File: src/rtl/tx_video_pkg.sv
// Shared definitions for the transmit video timing path: state encoding,
// default 640x480 timing constants and counter width.
package tx_video_pkg;

  localparam int unsigned CNT_W            = 12;
  localparam int unsigned CNT_MAX          = 4096;

  localparam int unsigned DEF_DIV          = 5;
  localparam int unsigned DEF_H_ACTIVE     = 640;
  localparam int unsigned DEF_H_TOTAL      = 800;
  localparam int unsigned DEF_V_ACTIVE     = 480;
  localparam int unsigned DEF_V_TOTAL      = 525;

  typedef enum logic [1:0] {
    ST_IDLE  = 2'd0,
    ST_RUN   = 2'd1,
    ST_DRAIN = 2'd2
  } tx_state_e;

  // Prescaler width; kept at least 1 bit so DIV=2 still gets a real register.
  function automatic int unsigned div_cnt_w(input int unsigned div);
    return (div <= 2) ? 1 : $clog2(div);
  endfunction

endpackage

File: src/rtl/tx_pix_div.sv
// Free-running clk/DIV prescaler: PixelEn at count 0 (sample point),
// pixel edge at count DIV-1 (where pixel-rate registers update).
module tx_pix_div
  import tx_video_pkg::*;
#(
  parameter int unsigned DIV = DEF_DIV
) (
  input  logic clk,
  input  logic rstn,
  output logic pix_en_o,
  output logic pix_edge_o
);

  localparam int unsigned    W    = div_cnt_w(DIV);
  localparam logic [W-1:0]   LAST = W'(DIV - 1);

  logic [W-1:0] cnt_div_q;
  logic [W-1:0] cnt_div_d;

  always_comb begin
    cnt_div_d = (cnt_div_q == LAST) ? '0 : cnt_div_q + 1'b1;
  end

  always_ff @(posedge clk or negedge rstn) begin
    if (!rstn) begin
      cnt_div_q <= '0;
    end else begin
      cnt_div_q <= cnt_div_d;
    end
  end

  assign pix_en_o   = (cnt_div_q == '0);
  assign pix_edge_o = (cnt_div_q == LAST);

endmodule

File: src/rtl/tx_sync_gen.sv
// Transmit-side video timing generator: H/V counters, IDLE/RUN/DRAIN control
// and registered framing outputs, all advanced once per pixel edge.
module tx_sync_gen
  import tx_video_pkg::*;
#(
  parameter int unsigned DIV      = DEF_DIV,
  parameter int unsigned H_ACTIVE = DEF_H_ACTIVE,
  parameter int unsigned H_TOTAL  = DEF_H_TOTAL,
  parameter int unsigned V_ACTIVE = DEF_V_ACTIVE,
  parameter int unsigned V_TOTAL  = DEF_V_TOTAL
) (
  input  logic             clk,
  input  logic             rstn,
  input  logic             run,
  output logic             PixelEn,
  output logic             HVsync,
  output logic             HMemRead,
  output logic             pVDE,
  output logic [CNT_W-1:0] HCnt,
  output logic [CNT_W-1:0] VCnt,
  output logic             FrameStart
);

  if (H_TOTAL > CNT_MAX || V_TOTAL > CNT_MAX) begin : g_chk_width
    $error("tx_sync_gen: H_TOTAL/V_TOTAL exceed 12-bit counter range");
  end
  if (H_ACTIVE < 1 || H_ACTIVE >= H_TOTAL || V_ACTIVE < 1 || V_ACTIVE >= V_TOTAL) begin : g_chk_act
    $error("tx_sync_gen: active region must be non-empty and smaller than total");
  end
  if (DIV < 2) begin : g_chk_div
    $error("tx_sync_gen: DIV must be at least 2");
  end

  localparam logic [CNT_W-1:0] H_LAST = CNT_W'(H_TOTAL - 1);
  localparam logic [CNT_W-1:0] V_LAST = CNT_W'(V_TOTAL - 1);
  localparam logic [CNT_W-1:0] H_ACT  = CNT_W'(H_ACTIVE);
  localparam logic [CNT_W-1:0] V_ACT  = CNT_W'(V_ACTIVE);

  logic             pix_edge;
  tx_state_e        state_q;
  logic [CNT_W-1:0] hcnt_q, hcnt_d;
  logic [CNT_W-1:0] vcnt_q, vcnt_d;
  logic             hvsync_q;
  logic             hmemread_q;
  logic             pvde_q;
  logic             framestart_q;
  logic             line_end;
  logic             frame_end;

  tx_pix_div #(
    .DIV(DIV)
  ) u_pix_div (
    .clk        (clk),
    .rstn       (rstn),
    .pix_en_o   (PixelEn),
    .pix_edge_o (pix_edge)
  );

  always_comb begin
    line_end  = (hcnt_q == H_LAST);
    frame_end = line_end && (vcnt_q == V_LAST);
    hcnt_d    = line_end ? '0 : hcnt_q + 1'b1;
    vcnt_d    = vcnt_q;
    if (line_end) begin
      vcnt_d = frame_end ? '0 : vcnt_q + 1'b1;
    end
  end

  // FrameStart is cleared on every clk so it lasts only the first clk of (0,0).
  always_ff @(posedge clk or negedge rstn) begin
    if (!rstn) begin
      state_q      <= ST_IDLE;
      hcnt_q       <= '0;
      vcnt_q       <= '0;
      hvsync_q     <= 1'b0;
      hmemread_q   <= 1'b0;
      pvde_q       <= 1'b0;
      framestart_q <= 1'b0;
    end else begin
      framestart_q <= 1'b0;
      if (pix_edge) begin
        pvde_q <= hmemread_q;
        case (state_q)
          ST_IDLE: begin
            if (run) begin
              state_q      <= ST_RUN;
              hcnt_q       <= '0;
              vcnt_q       <= '0;
              hvsync_q     <= 1'b1;
              hmemread_q   <= 1'b1;
              framestart_q <= 1'b1;
            end
          end
          ST_RUN, ST_DRAIN: begin
            // Only a drain that is still stopped at the frame wrap parks in IDLE;
            // otherwise RUN and DRAIN share the same counting path.
            if (state_q == ST_DRAIN && !run && frame_end) begin
              state_q    <= ST_IDLE;
              hcnt_q     <= '0;
              vcnt_q     <= '0;
              hvsync_q   <= 1'b0;
              hmemread_q <= 1'b0;
            end else begin
              state_q      <= run ? ST_RUN : ST_DRAIN;
              hcnt_q       <= hcnt_d;
              vcnt_q       <= vcnt_d;
              hvsync_q     <= (vcnt_d < V_ACT);
              hmemread_q   <= (vcnt_d < V_ACT) && (hcnt_d < H_ACT);
              framestart_q <= frame_end;
            end
          end
          default: begin
            state_q    <= ST_IDLE;
            hcnt_q     <= '0;
            vcnt_q     <= '0;
            hvsync_q   <= 1'b0;
            hmemread_q <= 1'b0;
          end
        endcase
      end
    end
  end

  assign HCnt       = hcnt_q;
  assign VCnt       = vcnt_q;
  assign HVsync     = hvsync_q;
  assign HMemRead   = hmemread_q;
  assign pVDE       = pvde_q;
  assign FrameStart = framestart_q;

endmodule
File: config.mk
export PLATFORM = sky130hd
export DESIGN_NAME = tx_sync_gen
export DESIGN_NICKNAME = d
export VERILOG_FILES = /design/src/rtl/tx_video_pkg.sv /design/src/rtl/tx_pix_div.sv /design/src/rtl/tx_sync_gen.sv
export SDC_FILE = /design/constraint.sdc
export NUM_CORES = 1
export LEC_CHECK = 0
export CAP_MARGIN = 20
export CORE_ASPECT_RATIO = 1.2
export CORE_MARGIN = 1
export CORE_UTILIZATION = 49
export DETAILED_ROUTE_END_ITERATION = 10
export GPL_TIMING_DRIVEN = 0
export PLACE_DENSITY = 0.76
export SLEW_MARGIN = 20
export SYNTH_ARGS = -nofsm -noshare
export SYNTH_HDL_FRONTEND = slang
export SYNTH_SLANG_ARGS = --single-unit
File: constraint.sdc
create_clock -name clk -period 1.7 [get_ports clk]
set_input_delay 0.17 -clock clk [delete_from_list [all_inputs] [get_ports clk]]
set_output_delay 0.17 -clock clk [all_outputs]
set_load 0.02 [all_outputs]
==> flow_summary.yaml, run 1 <==
run_status:
  outcome: "finished, violations left"
  violations: "setup timing"
place:
  dpl.hpwl_mm: 3.57
  gp_congestion: 0.912
  port_buffers: 31
  placedCellCount: 333
logic_synthesis:
  synth_area_per_cell_sq_um: 8.55
  synth_seq_cells: 33
  synth.area.mux_share: 0.0243
  synth_commonest_cells: "dfrtp_1, nand2_1, o21ai_0, a21oi_1, nor2_1"
  post-synth-top-count-cell: "dfrtp_1"
  synthArstFlopShare: 1.00
  synth_compound_area_frac: 0.199
  syn-cell-area_sq_um: 2110
  synth-edff-count: 0
  synthCells: 247
  synth_area_leader_cell: "dfrtp_1"
  ys.flop_type: "dfrtp_1"
  syn-num-nets: 258
  synth_top_area_share: 0.391
  synth_top_family_by_area: "simple AND/OR/NAND/NOR gates"
  yosys-top-cells-area: "dfrtp_1, nand2_1, o21ai_0"
  synth-warning-count: 0
  ys_seq_area_frac: 0.391
  synthXorXnorAreaFrac: 0.0249
  synth-simple-area-share: 0.264
  synth_fa_ha_area_frac: 0.0474
  ys_types: 45
floorplan:
  core-area_sq_um: 4040
  rows: 25
  die-area_sq_um: 4580
  ios: 32
  die_h_um: 73.9
  die_x_um: 61.9
  start_util: 0.523
sta:
  fin_ws_ns: -0.288
  clock_skew_ns: 0.00644
  fmax_mhz: 503
  tightest_slew_ns: 0.529
  post-route-min-period_ns: 1.99
  relSlewSlack: 0.645
  timing.final.crit_share: 1.17
  rsz0062_at_grt: "yes"
  setup_violations: 18
  finalSetupTns_ns: -2.41
  finalMaxSlewViolations: 0
  whs_ns: 0.306
  finalHoldViolCount: 0
setup_path:
  rr_worst_depth: 9
  crit_path_max_fanout: 5
  cp.required_ns: 1.87
  worst-setup-path-type: "register to register"
  cp-end-kind: "register"
  crit_path_start_kind: "register"
  arrival_ns: 2.16
clocking:
  clockBufferDepth: 2
  cts_tree: "done"
  cts-root-buf: "clkbuf_8"
  clk_pin_slew_ns: 0.07
  clock-sinks: 33
  cts-buffers-inserted: 5
  clk_latency_ns: 0.30
  cts.htree.levels: 2
detailed_routing:
  postRouteAntennaNets: 0
  vias: 2166
  wl_per_cell_um: 17.3
  drt_pass1_iterations: 5
  drc_errors: 0
  drt_wl_total_mm: 6.19
  drtIter0Drc: 166
  avgViaCountPerCell: 6.05
grt:
  grt_pass1_vias: 1909
  antenna_found_initial: 0
  grt.total_usage: 0.276
  grt_pass1_wl_mm: 9.18
  grt_max_degree: 21
  grt_overflow: 0
cells_and_area:
  drive_above_1_share: 0.313
  layoutNonFillerInstCount: 358
  areaGrowthSynthToFinish_pct: 46.9
  nets: 314
  num_antenna_cells: 0
run:
  drv_cap: 0
power:
  p_total_mw: 3.21
  power_density_nw_per_um2: 1040
  leakage_nw: 1.29
  vdd_drop_max_mv: 0.701
hold_path:
  hold_path_class: "input pin to asynchronous set/reset pin"
-- what timing repair did --
action,in CTS,in global routing
pin swaps,7,8
hold buffers,1,0
buffers inserted,13,7
cloned,2,0
endpoints found under the hold margin,13,0
resized for setup,38,42
setup endpoints to repair,30,30
-- cells in the final DEF, fill, tap and decap left out, types with 5 or more instances in the layout --
cell,Yosys,layout
buf_4,0,19
o21ai_1,0,9
clkdlybuf4s50_1,0,28
o31ai_1,8,6
ha_4,0,5
dfrtp_2,0,11
o21ai_0,22,12
nand3_1,9,7
nand4_1,7,7
nand2_1,30,27
clkbuf_8,0,7
nor2_1,16,13
a21oi_1,18,14
dfrtp_1,33,22
inv_1,14,12
buf_6,0,6
-- logic make-up (layout without fill, tap and decap cells) --
| kind of cell | Yosys count | after routing |
|---|---|---|
| and+or+nand+nor | 103 | 104 |
| AOI/OAI and AO/OA | 66 | 66 |
| DFF | 33 | 33 |
| buffers and inverters | 26 | 82 |
| adders and majority gates | 8 | 8 |
| xor gates and xnor gates | 6 | 6 |
| muxes | 5 | 5 |
-- path summary, 6_finish.rpt --
| path | startpoint | end | slack (ns) |
|---|---|---|---|
| min in group clk | u_pix_div.cnt_div_q[0] | u_pix_div.cnt_div_q[0] | 0.45 |
| worst max register to register | HCnt[0] | VCnt[9] | -0.29 |
| max in group asynchronous | rstn | VCnt[4] | 0.96 |
| worst min-delay path | rstn | VCnt[9] | 0.31 |
| worst min register to register | u_pix_div.cnt_div_q[0] | u_pix_div.cnt_div_q[0] | 0.45 |
| worst max-delay path | HCnt[0] | VCnt[9] | -0.29 |
-- report_power, final --
group | leakage, nW | total, mW | internal (mW) | switching, mW
Combinational | 0.811 | 1.52 | 0.624 | 0.897
Clock | 0.0542 | 0.677 | 0.366 | 0.311
Sequential | 0.422 | 1.02 | 0.898 | 0.117
Total | 1.29 | 3.21 | 1.89 | 1.33
-- metrics by stage --
stage	area, sq um	setup WS [ns]	util
2_1_floorplan	2170	-0.165	-
3_3_place_gp	2550	-0.570	0.631
3_5_place_dp	2570	-0.588	0.637
4_1_cts	2910	-0.202	0.721
5_1_grt	3100	-0.362	0.769
6_report	3100	-0.288	0.769
-- state kept, by name, indices dropped and copies added (netlist names) --
register,flops
FrameStart,1
HCnt,12
HMemRead,1
HVsync,1
VCnt,12
pVDE,1
state_q,2
u_pix_div.cnt_div_q,3
-- final cells by class --
type / instances / area [sq um]
plain buffers: 6 / 61.3
clock inverters: 1 / 5.00
flip-flops and latches: 33 / 840
fillers: 259 / 932
clock buffers: 7 / 96.3
inverters: 14 / 52.6
well taps: 54 / 67.6
multi-input cells: 189 / 1470
repair buffers: 54 / 513
-- critical path, stage by stage (launching register included) --
cell and delay [ns]:
dfrtp_2 0.39, ha_4 0.14, and4_1 0.20, buf_6 0.13, nand4_2 0.20, buf_6 0.21, nor2_1 0.20, a21oi_2 0.10
o21ai_1 0.19, o41ai_1 0.12
-- layer usage --
layer  routed length, um  part of all wire  track usage
met4                 166             0.027       0.0988
met5                   0                 0            0
met3                 377             0.061       0.0651
met1                2470              0.40        0.369
met2                3170              0.51        0.432
No activity file was read; power rests on OpenSTA's default activity.
==> run 2: changes to the inputs <==
--- a/config.mk
+++ b/config.mk
@@ -7,7 +7,7 @@
 export LEC_CHECK = 0
 export CAP_MARGIN = 20
 export CORE_ASPECT_RATIO = 1.2
-export CORE_MARGIN = 1
+export CORE_MARGIN = 3
 export CORE_UTILIZATION = 49
 export DETAILED_ROUTE_END_ITERATION = 10
 export GPL_TIMING_DRIVEN = 0
==> flow_summary.yaml, run 2 (same netlist as run 1, synthesis figures left out) <==
run_status:
  outcome: "finished, violations left"
  violations: "setup timing"
clocking:
  cts-root-buf: "clkbuf_8"
  cts.htree.levels: 2
  clock-sinks: 33
  clk_latency_ns: 0.29
  cts-buffers-inserted: 5
  cts_tree: "done"
  clk_pin_slew_ns: 0.07
  clockBufferDepth: 2
detailed_routing:
  drtIter0Drc: 203
  drt_wl_total_mm: 6.57
  postRouteAntennaNets: 0
  avgViaCountPerCell: 6.18
  drt_pass1_iterations: 4
  wl_per_cell_um: 18.1
  vias: 2248
  drc_errors: 0
setup_path:
  crit_path_start_kind: "register"
  critPathMaxStageDelay_ns: 0.45
  path_delay_family: "compound AO/OA/AOI/OAI gates"
  worst-setup-path-type: "register to register"
  cp-end-kind: "register"
  arrival_ns: 2.19
  critical_path_buf_inv_count: 0
  ff2ff_setup_slack_ns: -0.29
  r2r_start: "VCnt[0]"
  crit_path_max_fanout: 4
  worstPathCellList: "ha_4, and3_4, nand4_1, a21o_1, a211oi_2, o211ai_2, a22oi_2"
  cp.required_ns: 1.91
  rr_worst_depth: 7
  r2r_end: "HMemRead"
  cpMaxStageDelayCell: "dfrtp_2"
cells_and_area:
  final_cell_mix: "nand2_1, clkdlybuf4s50_1, buf_4, dfrtp_1, a21oi_1"
  seq_area_sq_um: 841
  drive_above_1_share: 0.339
  finalInstanceArea_sq_um: 3180
  fill_cells: 239
  final_common_cell: "nand2_1"
  multi_input_area_sq_um: 1500
  areaGrowthSynthToFinish_pct: 50.5
  nets: 320
  num_antenna_cells: 0
place:
  gp_congestion: 0.909
  place_area_sq_um: 2570
  dpl.hpwl_mm: 3.72
  port_buffers: 31
power:
  p_total_mw: 3.24
  power_density_nw_per_um2: 1020
  vdd_drop_max_mv: 0.943
  leakage_nw: 1.34
floorplan:
  rows: 25
  core-area_sq_um: 4040
  start_util: 0.523
  ios: 32
  die_h_um: 77.9
  die_x_um: 65.9
  die-area_sq_um: 5140
sta:
  clock_skew_ns: 0.00700
  timing.final.crit_share: 1.17
  post-route-min-period_ns: 1.99
  tightest_slew_ns: 0.553
  fmax_mhz: 503
  finalMaxSlewViolations: 0
  setup_violations: 15
  relSlewSlack: 0.629
  fin_ws_ns: -0.289
  rsz0062_at_grt: "yes"
  finalHoldViolCount: 0
grt:
  grt_overflow: 0
  grt_pass1_vias: 2106
  grt.total_usage: 0.249
  grt_pass1_wl_mm: 10.0
  antenna_found_initial: 0
  grt_max_degree: 21
hold_path:
  hold_path_class: "input pin to asynchronous set/reset pin"
run:
  drv_cap: 0
run 2: area by class of cell:
class,count,share of cell area
tap,54,0.0213
timing repair buffer,60,0.178
multi-input combinational,189,0.473
sequential,33,0.265
buffer,6,0.0209
inverter,14,0.0165
clock inverter,2,0.00315
clock buffer,6,0.0228
run 2: worst max-delay path by stage:
stage	to	depth (start not counted)	startpoint	slack, ns
floorplan	HMemRead	9	HCnt[1]	-0.16
global placement	VCnt[9]	7	run	-0.57
detailed placement	VCnt[9]	7	run	-0.57
CTS	HMemRead	8	HCnt[0]	-0.21
global route	HMemRead	7	state_q[1]	-0.33
finish	HMemRead	7	VCnt[0]	-0.29
run 2: timing repair:
item | CTS | global route
gates resized for setup | 41 | 56
hold buffers | 1 | 0
gates cloned | 2 | 0
setup buffers | 14 | 12
endpoints found under the setup margin | 30 | 31
pin swaps | 17 | 15
hold endpoints to repair | 13 | 0
run 2: metrics by stage:
step / setup TNS, ns / hold WS [ns] / instances / setup WS (ns) / util
after floorplan: -1.38 / -0.126 / 247 / -0.165 / -
after global placement: -19.67 / 0.444 / 332 / -0.572 / 0.631
after detailed placement: -10.53 / 0.104 / 333 / -0.567 / 0.637
after CTS: -1.54 / 0.339 / 354 / -0.211 / 0.717
after global routing: -3.42 / 0.351 / 364 / -0.335 / 0.788
final: -1.96 / 0.325 / 364 / -0.289 / 0.788
run 2: layer usage:
| layer | track usage | vias to the layer above | wire length, um |
|---|---|---|---|
| met3 | 0.0564 | 15 | 483 |
| li1 | - | 1028 | - |
| met1 | 0.307 | 1099 | 2580 |
| met4 | 0.106 | 0 | 112 |
| met2 | 0.412 | 106 | 3400 |
| met5 | 0 | - | 0 |
run 2: power by group:
group | total [mW] | internal (mW) | switching [mW]
logic | 1.63 | 0.685 | 0.947
clock network | 0.584 | 0.284 | 0.300
registers | 1.02 | 0.898 | 0.127
